==> config.mk <==
export PLATFORM = sky130hd
export DESIGN_NAME = spike_event_logger
export DESIGN_NICKNAME = d
export VERILOG_FILES = /design/src/rtl/spike_log_pkg.sv /design/src/rtl/spike_event_logger_fifo.sv /design/src/rtl/spike_event_logger.sv
export SDC_FILE = /design/constraint.sdc
export NUM_CORES = 1
export LEC_CHECK = 0
export CORE_ASPECT_RATIO = 1.5
export CORE_MARGIN = 2
export CORE_UTILIZATION = 60
export CTS_BUF_LIST = sky130_fd_sc_hd__clkbuf_8 sky130_fd_sc_hd__clkbuf_16
export DETAILED_ROUTE_END_ITERATION = 7
export GPL_TIMING_DRIVEN = 0
export PLACE_DENSITY = 0.8
export SETUP_SLACK_MARGIN = 0.15
export SYNTH_ARGS = -nofsm -noshare
export SYNTH_HDL_FRONTEND = slang
export SYNTH_SLANG_ARGS = --single-unit
==> constraint.sdc <==
create_clock -name clk -period 4.9 [get_ports clk]
set_input_delay 0.98 -clock clk [delete_from_list [all_inputs] [get_ports clk]]
set_output_delay 0.98 -clock clk [all_outputs]
set_load 0.02 [all_outputs]
==> src/rtl/spike_log_pkg.sv <==
// Shared defaults, event-word layout and helpers for the spike event logger.
package spike_log_pkg;

   // Default instance geometry
   localparam int unsigned TS_W_DEF  = 16;
   localparam int unsigned NCH_DEF   = 2;
   localparam int unsigned DEPTH_DEF = 8;

   // Event word layout: {mask, ts}, timestamp in the low bits
   localparam int unsigned TS_LSB    = 0;
   localparam int unsigned MASK_LSB  = TS_W_DEF;

   // An all-zero mask with an all-ones timestamp marks an epoch boundary
   localparam logic [NCH_DEF-1:0] WRAP_MASK = '0;

   // Width of the saturating overflow counter
   localparam int unsigned DROP_W    = 8;

   // Increment that sticks at the maximum value instead of rolling over
   function automatic logic [DROP_W-1:0] sat_inc(input logic [DROP_W-1:0] v);
      logic [DROP_W-1:0] r;
      if (&v) begin
         r = v;
      end else begin
         r = v + DROP_W'(1);
      end
      return r;
   endfunction

endpackage

==> src/rtl/spike_event_logger_fifo.sv <==
// sync_fifo: show-ahead synchronous FIFO with synchronous flush.
// Head word is presented combinationally from storage; zero when empty.
module sync_fifo #(
   parameter int unsigned WIDTH = 18,
   parameter int unsigned DEPTH = 8
) (
   input  logic                   clk,
   input  logic                   rst_n,
   input  logic                   i_flush,
   input  logic                   i_push,
   input  logic [WIDTH-1:0]       i_data,
   input  logic                   i_pop,
   output logic                   o_valid,
   output logic                   o_full,
   output logic [WIDTH-1:0]       o_data,
   output logic [$clog2(DEPTH):0] o_count
);

   localparam int unsigned AW = $clog2(DEPTH);
   localparam logic [AW:0] FULL_CNT = (AW+1)'(DEPTH);

   // Pointer arithmetic relies on natural wrap, so depth must be 2^n
   if ((DEPTH < 2) || ((1 << AW) != DEPTH)) begin : g_bad_depth
      $error("sync_fifo: DEPTH must be a power of two and at least 2");
   end

   logic [WIDTH-1:0] r_mem [DEPTH];
   logic [AW-1:0]    r_wr_ptr;
   logic [AW-1:0]    r_rd_ptr;
   logic [AW:0]      r_count;

   logic w_empty;
   logic w_full;
   logic w_do_push;
   logic w_do_pop;

   // Handshake qualification: a pop frees a slot for a same-cycle push when full
   always_comb begin
      w_empty   = (r_count == '0);
      w_full    = (r_count == FULL_CNT);
      w_do_pop  = i_pop & ~w_empty & ~i_flush;
      w_do_push = i_push & (~w_full | w_do_pop) & ~i_flush;
   end

   // Storage write; left unreset since the head is masked while empty
   always_ff @(posedge clk) begin
      if (w_do_push) begin
         r_mem[r_wr_ptr] <= i_data;
      end
   end

   // Pointer and occupancy update; flush wins over any transfer
   always_ff @(posedge clk or negedge rst_n) begin
      if (!rst_n) begin
         r_wr_ptr <= '0;
         r_rd_ptr <= '0;
         r_count  <= '0;
      end else if (i_flush) begin
         r_wr_ptr <= '0;
         r_rd_ptr <= '0;
         r_count  <= '0;
      end else begin
         if (w_do_push) begin
            r_wr_ptr <= r_wr_ptr + AW'(1);
         end
         if (w_do_pop) begin
            r_rd_ptr <= r_rd_ptr + AW'(1);
         end
         if (w_do_push && !w_do_pop) begin
            r_count <= r_count + (AW+1)'(1);
         end else if (!w_do_push && w_do_pop) begin
            r_count <= r_count - (AW+1)'(1);
         end
      end
   end

   // Show-ahead outputs
   always_comb begin
      o_valid = ~w_empty;
      o_full  = w_full;
      o_count = r_count;
      o_data  = w_empty ? '0 : r_mem[r_rd_ptr];
   end

endmodule

==> src/rtl/spike_event_logger.sv <==
// spike_event_logger: timestamps rising edges on NCH spike lines, emits
// end-of-epoch markers on counter wrap, and queues {mask, ts} words on a
// valid/ready stream. Overflowing events are counted, not stored.
module spike_event_logger
   import spike_log_pkg::*;
#(
   parameter int unsigned TS_W  = TS_W_DEF,
   parameter int unsigned DEPTH = DEPTH_DEF,
   parameter int unsigned NCH   = NCH_DEF
) (
   input  logic                   clk,
   input  logic                   rst_n,
   input  logic                   ena,
   input  logic                   clear,
   input  logic [NCH-1:0]         spike_in,
   output logic                   evt_valid,
   input  logic                   evt_ready,
   output logic [NCH+TS_W-1:0]    evt_data,
   output logic [$clog2(DEPTH):0] fifo_count,
   output logic [DROP_W-1:0]      drop_count
);

   localparam int unsigned EW           = NCH + TS_W;
   localparam int unsigned EVT_MASK_LSB = TS_LSB + TS_W;

   logic [NCH-1:0]    r_spike_prev;
   logic [TS_W-1:0]   r_ts;
   logic [DROP_W-1:0] r_drop;

   logic [NCH-1:0]    w_rise;
   logic              w_any_rise;
   logic              w_wrap;
   logic              w_log;
   logic              w_push;
   logic              w_pop;
   logic              w_full;
   logic              w_drop;
   logic [EW-1:0]     w_push_word;

   // Edge history follows the input every cycle so re-enabling cannot fake edges
   always_ff @(posedge clk or negedge rst_n) begin
      if (!rst_n) begin
         r_spike_prev <= '0;
      end else begin
         r_spike_prev <= spike_in;
      end
   end

   // Free-running timestamp, paused by ena, zeroed by clear
   always_ff @(posedge clk or negedge rst_n) begin
      if (!rst_n) begin
         r_ts <= '0;
      end else if (clear) begin
         r_ts <= '0;
      end else if (ena) begin
         r_ts <= r_ts + TS_W'(1);
      end
   end

   // Event mux: spike words take precedence; the wrap cycle alone yields a marker
   always_comb begin
      w_rise      = spike_in & ~r_spike_prev;
      w_any_rise  = |w_rise;
      w_wrap      = &r_ts;
      w_log       = ena & ~clear;
      w_push      = w_log & (w_any_rise | w_wrap);
      w_pop       = evt_valid & evt_ready;
      w_drop      = w_push & w_full & ~w_pop;
      w_push_word = '0;
      w_push_word[TS_LSB +: TS_W] = r_ts;
      w_push_word[EVT_MASK_LSB +: NCH] = w_any_rise ? w_rise : NCH'(WRAP_MASK);
   end

   // Saturating count of events lost to a full queue
   always_ff @(posedge clk or negedge rst_n) begin
      if (!rst_n) begin
         r_drop <= '0;
      end else if (clear) begin
         r_drop <= '0;
      end else if (w_drop) begin
         r_drop <= sat_inc(r_drop);
      end
   end

   sync_fifo #(
      .WIDTH (EW),
      .DEPTH (DEPTH)
   ) u_fifo (
      .clk     (clk),
      .rst_n   (rst_n),
      .i_flush (clear),
      .i_push  (w_push),
      .i_data  (w_push_word),
      .i_pop   (evt_ready),
      .o_valid (evt_valid),
      .o_full  (w_full),
      .o_data  (evt_data),
      .o_count (fifo_count)
   );

   // Drive the drop counter output
   always_comb begin
      drop_count = r_drop;
   end

endmodule

* Yosys cells after proc, flatten, opt, wreduce, memory -nomap -nowiden *
Memories as Yosys holds them, arrays and structs flattened.
Cells that the tools add are included.

cells by class
  reduce and logical (&&, ||, !) cells = 14
  equality and inequality tests = 2
  bitwise gates (word level) = 16
  $add $sub $neg = 6
  mux-type cells = 16

operators by type and width
  operator                                           number
  2-to-1 mux 16 bit                                  2
  2-to-1 mux 8 bit                                   3
  2-to-1 mux 18 bit                                  1
  adder 16 x 1 -> 16 bit (second input constant)     1
  AND reduction 16 bit                               1
  2-to-1 mux 3 bit                                   4
  2-to-1 mux 4 bit                                   3
  adder 8 x 1 -> 8 bit (second input constant)       1
  AND 1 bit                                          8
  AND reduction 8 bit                                1
  nonzero test 2 bit                                 4
  adder 3 x 1 -> 3 bit (second input constant)       2
  adder 4 x 1 -> 4 bit (second input constant)       1
  == test 4 bit (second input constant)              1
  zero test 4 bit                                    1
  inverter 1 bit                                     4
  subtractor 4 x 1 -> 4 bit (second input constant)  1
  nonzero test 3 bit                                 1
  AND 2 bit                                          1
  logical AND 1 bit                                  2
  zero test 1 bit                                    2
  2-to-1 mux 1 bit                                   2
  2-to-1 mux 2 bit                                   1
  inequality test 2 bit (second input constant)      1
  other kinds (4)                                    5

storage, ports and cells
  memories kept = 1
  register bits after elaboration = 36
  input bits = 7
  memory bits (writable) = 144
  output and inout bits = 31
  word-level logic and storage cells = 61

memory list
  memory        words  bits a word  rd ports  clocked after memory_dff  wr ports  line                           RTL
  u_fifo.r_mem  8      18           1         0                         1         spike_event_logger_fifo.sv:27  logic [WIDTH-1:0] r_mem [DEPTH];

* Longest topological paths before layout *
Gate-level depths: netlist of run 1.

  depth in word-level cells = 12
  depth in mapped cells = 10
  gate-level depth less buffers = 10

* By module *
From an unflattened synthesis of run 1, not the netlist that was laid out.

second synthesis, totals
  cells, all modules = 437
  area, all modules = 7490.9 um^2

by module, submodules not included
  module              cells each  sequential area each (um^2)  instances  area each (um^2)
  sync_fifo           304         4574.4                       1          6140.9
  spike_event_logger  133         650.6                        1          1350.0

* Worst setup path after synthesis of run 1 *
Ideal clock, no wire load.

  path type = input to register
  start point = input spike_in[0]
  end point = memory u_fifo.r_mem[1][0], enable pin
  cell stages on the path = 6
  data arrival time = 3.539 ns
  setup slack = 0.945 ns
  setup time = 0.416 ns
  path buffers = 1
  required time = 4.484 ns
  cell sequence = nor2b_1 or2_2 buf_1 o211ai_2 or2_1 nor3_1

on the way
  word-level cells in the longest chain between the ends = 8

RTL lines
  what                                    line                           RTL
  from (decl)                             spike_event_logger.sv:15       input logic [NCH-1:0] spike_in,
  AND 2 bit                               spike_event_logger.sv:62       w_rise = spike_in & ~r_spike_prev;
  OR reduction 2 bit                      spike_event_logger.sv:63       w_any_rise = |w_rise;
  OR 1 bit                                spike_event_logger.sv:66       w_push = w_log & (w_any_rise | w_wrap);
  AND 1 bit                               spike_event_logger.sv:66
  AND 1 bit (2 in a row)                  spike_event_logger_fifo.sv:42  w_do_push = i_push & (~w_full | w_do_pop) & ~i_flush;
  2-to-1 mux 1 bit                        spike_event_logger_fifo.sv:47  if (w_do_push) begin
  2-to-1 mux 1 bit (not written as such)  spike_event_logger_fifo.sv:48  r_mem[r_wr_ptr] <= i_data;
  to (decl)                               spike_event_logger_fifo.sv:27

No other way between the ends.

* Worst setup path in the final report of run 1 *
  start point = register u_fifo.r_rd_ptr[1]
  end point = output evt_data[9]

on the way
  word-level cells in the longest chain between the ends = 2

RTL lines
  what                      line                           RTL
  from (decl)               spike_event_logger_fifo.sv:29  logic [AW-1:0] r_rd_ptr;
  from (signal assigned)    spike_event_logger_fifo.sv:67  r_rd_ptr <= r_rd_ptr + AW'(1);
  memory read (8 x 18 bit)  -
  2-to-1 mux 18 bit         spike_event_logger_fifo.sv:82  o_data = w_empty ? '0 : r_mem[r_rd_ptr];
  to (decl)                 spike_event_logger.sv:18       output logic [NCH+TS_W-1:0] evt_data,

No other way between the ends.

==> impl_metrics.env, run 1 <==
export IMPL_vias=4191
export IMPL_core_area_mm2=0.0123
export IMPL_ys_flop_type="edfxtp_1"
export IMPL_ir_drop_mv=0.373
export IMPL_synth_edf_count=144
export IMPL_io_buffers=36
export IMPL_antenna_cells=0
export IMPL_regToRegSetupSlack_ps=1430
export IMPL_root_buffer="clkbuf_16"
export IMPL_ioPinCount=38
export IMPL_yosysSeqAreaShare_pct=69.8
export IMPL_drc=0
export IMPL_path_cells="clkbuf_1 > clkbuf_1 > mux4_2 > mux2i_1 > nor2_1 > clkdlybuf4s50_1"
export IMPL_post_route_period_util_pct=85.9
export IMPL_drive_gt1_share_pct=18.8
export IMPL_tightestPinTransition_ps=940
export IMPL_min_period_ps=4210
export IMPL_slew_viol_final=0
export IMPL_post_route_util_pct=70.9
export IMPL_power_density_mw_per_mm2=466
export IMPL_worstHoldEndpoint="drop_count[7]"
export IMPL_crit_arrival_ps=3230
export IMPL_start_util_pct=60.8
export IMPL_gp_congestion=0.798
export IMPL_hold_class="reg2reg"
export IMPL_grt_pass1_wl_um=24800
export IMPL_tns_ps=0
export IMPL_seqCellArea_mm2=0.00523
export IMPL_grt_max_degree=37
export IMPL_grt_overflow_total=0
export IMPL_vias_per_cell=6.19
export IMPL_drv_cap=0
export IMPL_async_flop_share_pct=20.0
export IMPL_cp_slowest_stage_delay_ps=690
export IMPL_post_cts_resize_count=0
export IMPL_final_hold_viol_count=0
export IMPL_dieArea_mm2=0.0134
export IMPL_die_x_um=95.2
export IMPL_status="finished clean"
export IMPL_post_dp_hpwl_um=10300
export IMPL_cp_max_fo=10
export IMPL_cts_path_max_buffers=2
export IMPL_cts_tree="done"
export IMPL_wire_per_inst_um=23.1
export IMPL_setup_viol=0
export IMPL_antenna_found_initial=0
export IMPL_ant_nets=0
export IMPL_min_from="drop_count[7]"
export IMPL_cts_hold_buf=0
export IMPL_critPathRequiredTime_ps=3920
export IMPL_slew_headroom_pct=37.2
export IMPL_r2r_end="u_fifo.r_mem[7][1]"
export IMPL_cts_clk_slew_worst_paths_ps=60
export IMPL_holdPathStages=1
export IMPL_grt_pass1_vias=4462
export IMPL_ys_warn_count=0
export IMPL_fill_cells=775
export IMPL_fmax_mhz=238
export IMPL_p_leak_nw=3.04
export IMPL_synthCells=443
export IMPL_syn_avg_cell_area_um2=16.9
export IMPL_yosysUniqueCellTypes=46
export IMPL_r2r_start="r_ts[3]"
export IMPL_syn_area_mm2=0.00749
export IMPL_fin_worst_skew_ps=10.7
export IMPL_firstDrtPassIters=5
export IMPL_final_common_cell="edfxtp_1"
export IMPL_syn_num_nets=457
export IMPL_finalNetCount=522
export IMPL_post_cts_setup_buffer_count=0
export IMPL_wirelength_um=15700
export IMPL_holdWs_ps=513
export IMPL_cp_start_kind="flip-flop"
export IMPL_mostFrequentLayoutCells="144 x edfxtp_1, 44 x nor2_1, 36 x mux4_2, 36 x dfrtp_1, 35 x clkdlybuf4s50_1"
export IMPL_rsz0062_at_grt="no"
export IMPL_drt_initial_drc_count=325
export IMPL_h_tree_depth=4
export IMPL_cts_sinks=180
export IMPL_die_y_um=141
export IMPL_critPathCaptureType="output pin"
export IMPL_cts_made_buffers=17
export IMPL_crit_top_cell="clkbuf_1"
export IMPL_rows=50
export IMPL_insertion_delay_ps=430
export IMPL_multiInputGateArea_mm2=0.00217
export IMPL_area_growth_syn_to_layout_pct=16.7
export IMPL_grt_util_all_layers_pct=25.9
export IMPL_crit_slowest_cell="clkbuf_1"
export IMPL_worstRegToRegCells=6
export IMPL_synth_seq_cells=180
export IMPL_crit_type="reg2out"
-- critical path: cells and delay by family (launching register included) --
family	cells	cell delay, ps
simple gates	1	60
flops	1	360
mux	2	600
buf+inv	3	1780
-- routing by layer --
layer,share of wire (%),wire length (um),track usage (%),up-vias
met5,0,0,0,-
met4,2.5,393,10.5,0
met3,4.5,705,4.81,28
met2,56,8820,44.5,146
met1,37,5750,32.1,2157
li1,-,-,-,1860
-- where the power goes --
part | switching (W) | total, W | internal [W]
registers | 0.0000383 | 0.00171 | 0.00167
clock network | 0.000576 | 0.00128 | 0.000701
logic | 0.000581 | 0.00109 | 0.000504
-- sequential cells by signal, indices dropped and copies added (netlist names) --
| signal | count |
|---|---|
| u_fifo.r_rd_ptr | 3 |
| drop_count | 8 |
| u_fifo.o_count | 4 |
| r_spike_prev | 2 |
| r_ts | 16 |
| u_fifo.r_wr_ptr | 3 |
| u_fifo.r_mem | 144 |
-- cell usage after synthesis (4+ instances only) --
| master | instances | area, um^2 |
|---|---|---|
| dfrtp_1 | 36 | 901 |
| mux2i_1 | 22 | 220 |
| or4_1 | 5 | 37.5 |
| buf_2 | 4 | 20.0 |
| nand2_1 | 10 | 37.5 |
| xnor2_1 | 9 | 78.8 |
| xor2_1 | 10 | 87.6 |
| edfxtp_1 | 144 | 4320 |
| o21ai_0 | 7 | 35.0 |
| o2111ai_1 | 4 | 35.0 |
| mux4_2 | 36 | 811 |
| inv_1 | 11 | 41.3 |
| nand4_1 | 5 | 31.3 |
| clkbuf_1 | 10 | 37.5 |
| nor3_1 | 9 | 45.0 |
| buf_1 | 4 | 15.0 |
| a21oi_1 | 12 | 60.1 |
| nor2_1 | 50 | 188 |
| ha_1 | 6 | 75.1 |
| or3_1 | 5 | 31.3 |
| nand3_1 | 10 | 50.1 |
-- worst max path at each step --
stage	start	endpoint	slack, ps
2_1_floorplan	spike_in[0]	u_fifo.r_mem[1][0]	950
3_3_place_gp	spike_in[0]	u_fifo.r_mem[1][0]	-1080
3_5_place_dp	spike_in[0]	u_fifo.r_mem[7][0]	470
4_1_cts	u_fifo.r_rd_ptr[1]	evt_data[9]	710
5_1_grt	u_fifo.r_rd_ptr[1]	evt_data[9]	610
6_report	u_fifo.r_rd_ptr[1]	evt_data[9]	690
-- final cells by class --
class                           count  area share [%]
Inverter                           11           0.472
Clock inverter                     15            1.47
Multi-Input combinational cell    234            24.9
Tap cell                          156            2.23
Buffer                             18           0.830
Sequential cell                   180            59.8
Clock buffer                       17            4.87
Timing Repair Buffer               46            5.48
-- through the flow --
stage / area [um^2] / total power [W] / worst slack (ps) / cells
after floorplan: 7490 / 0.00243 / 945 / 443
after CTS: 8740 / 0.00409 / 707 / 677
final: 8740 / 0.00407 / 693 / 677
after global routing: 8740 / 0.00423 / 605 / 677
after global placement: 8040 / 0.00280 / -1080 / 635
after detailed placement: 8190 / 0.00283 / 472 / 645
-- cell families after synthesis --
family | count (synthesis) | synth area share [%]
xor+xnor | 19 | 2.22
fa+ha+maj | 7 | 1.27
compound gates | 36 | 3.48
simple gates | 114 | 7.95
buf+inv | 29 | 1.52
flops | 180 | 69.8
mux | 58 | 13.8
Power figures use the tool's default switching activity.
==> run 2: changes to the inputs <==
--- a/config.mk
+++ b/config.mk
@@ -12,7 +12,7 @@
 export DETAILED_ROUTE_END_ITERATION = 7
 export GPL_TIMING_DRIVEN = 0
 export PLACE_DENSITY = 0.8
-export SETUP_SLACK_MARGIN = 0.15
+export SETUP_SLACK_MARGIN = 0.05
 export SYNTH_ARGS = -nofsm -noshare
 export SYNTH_HDL_FRONTEND = slang
 export SYNTH_SLANG_ARGS = --single-unit
==> results of run 2 <==
The final DEF is identical to that of run 1; final timing and power are the same.
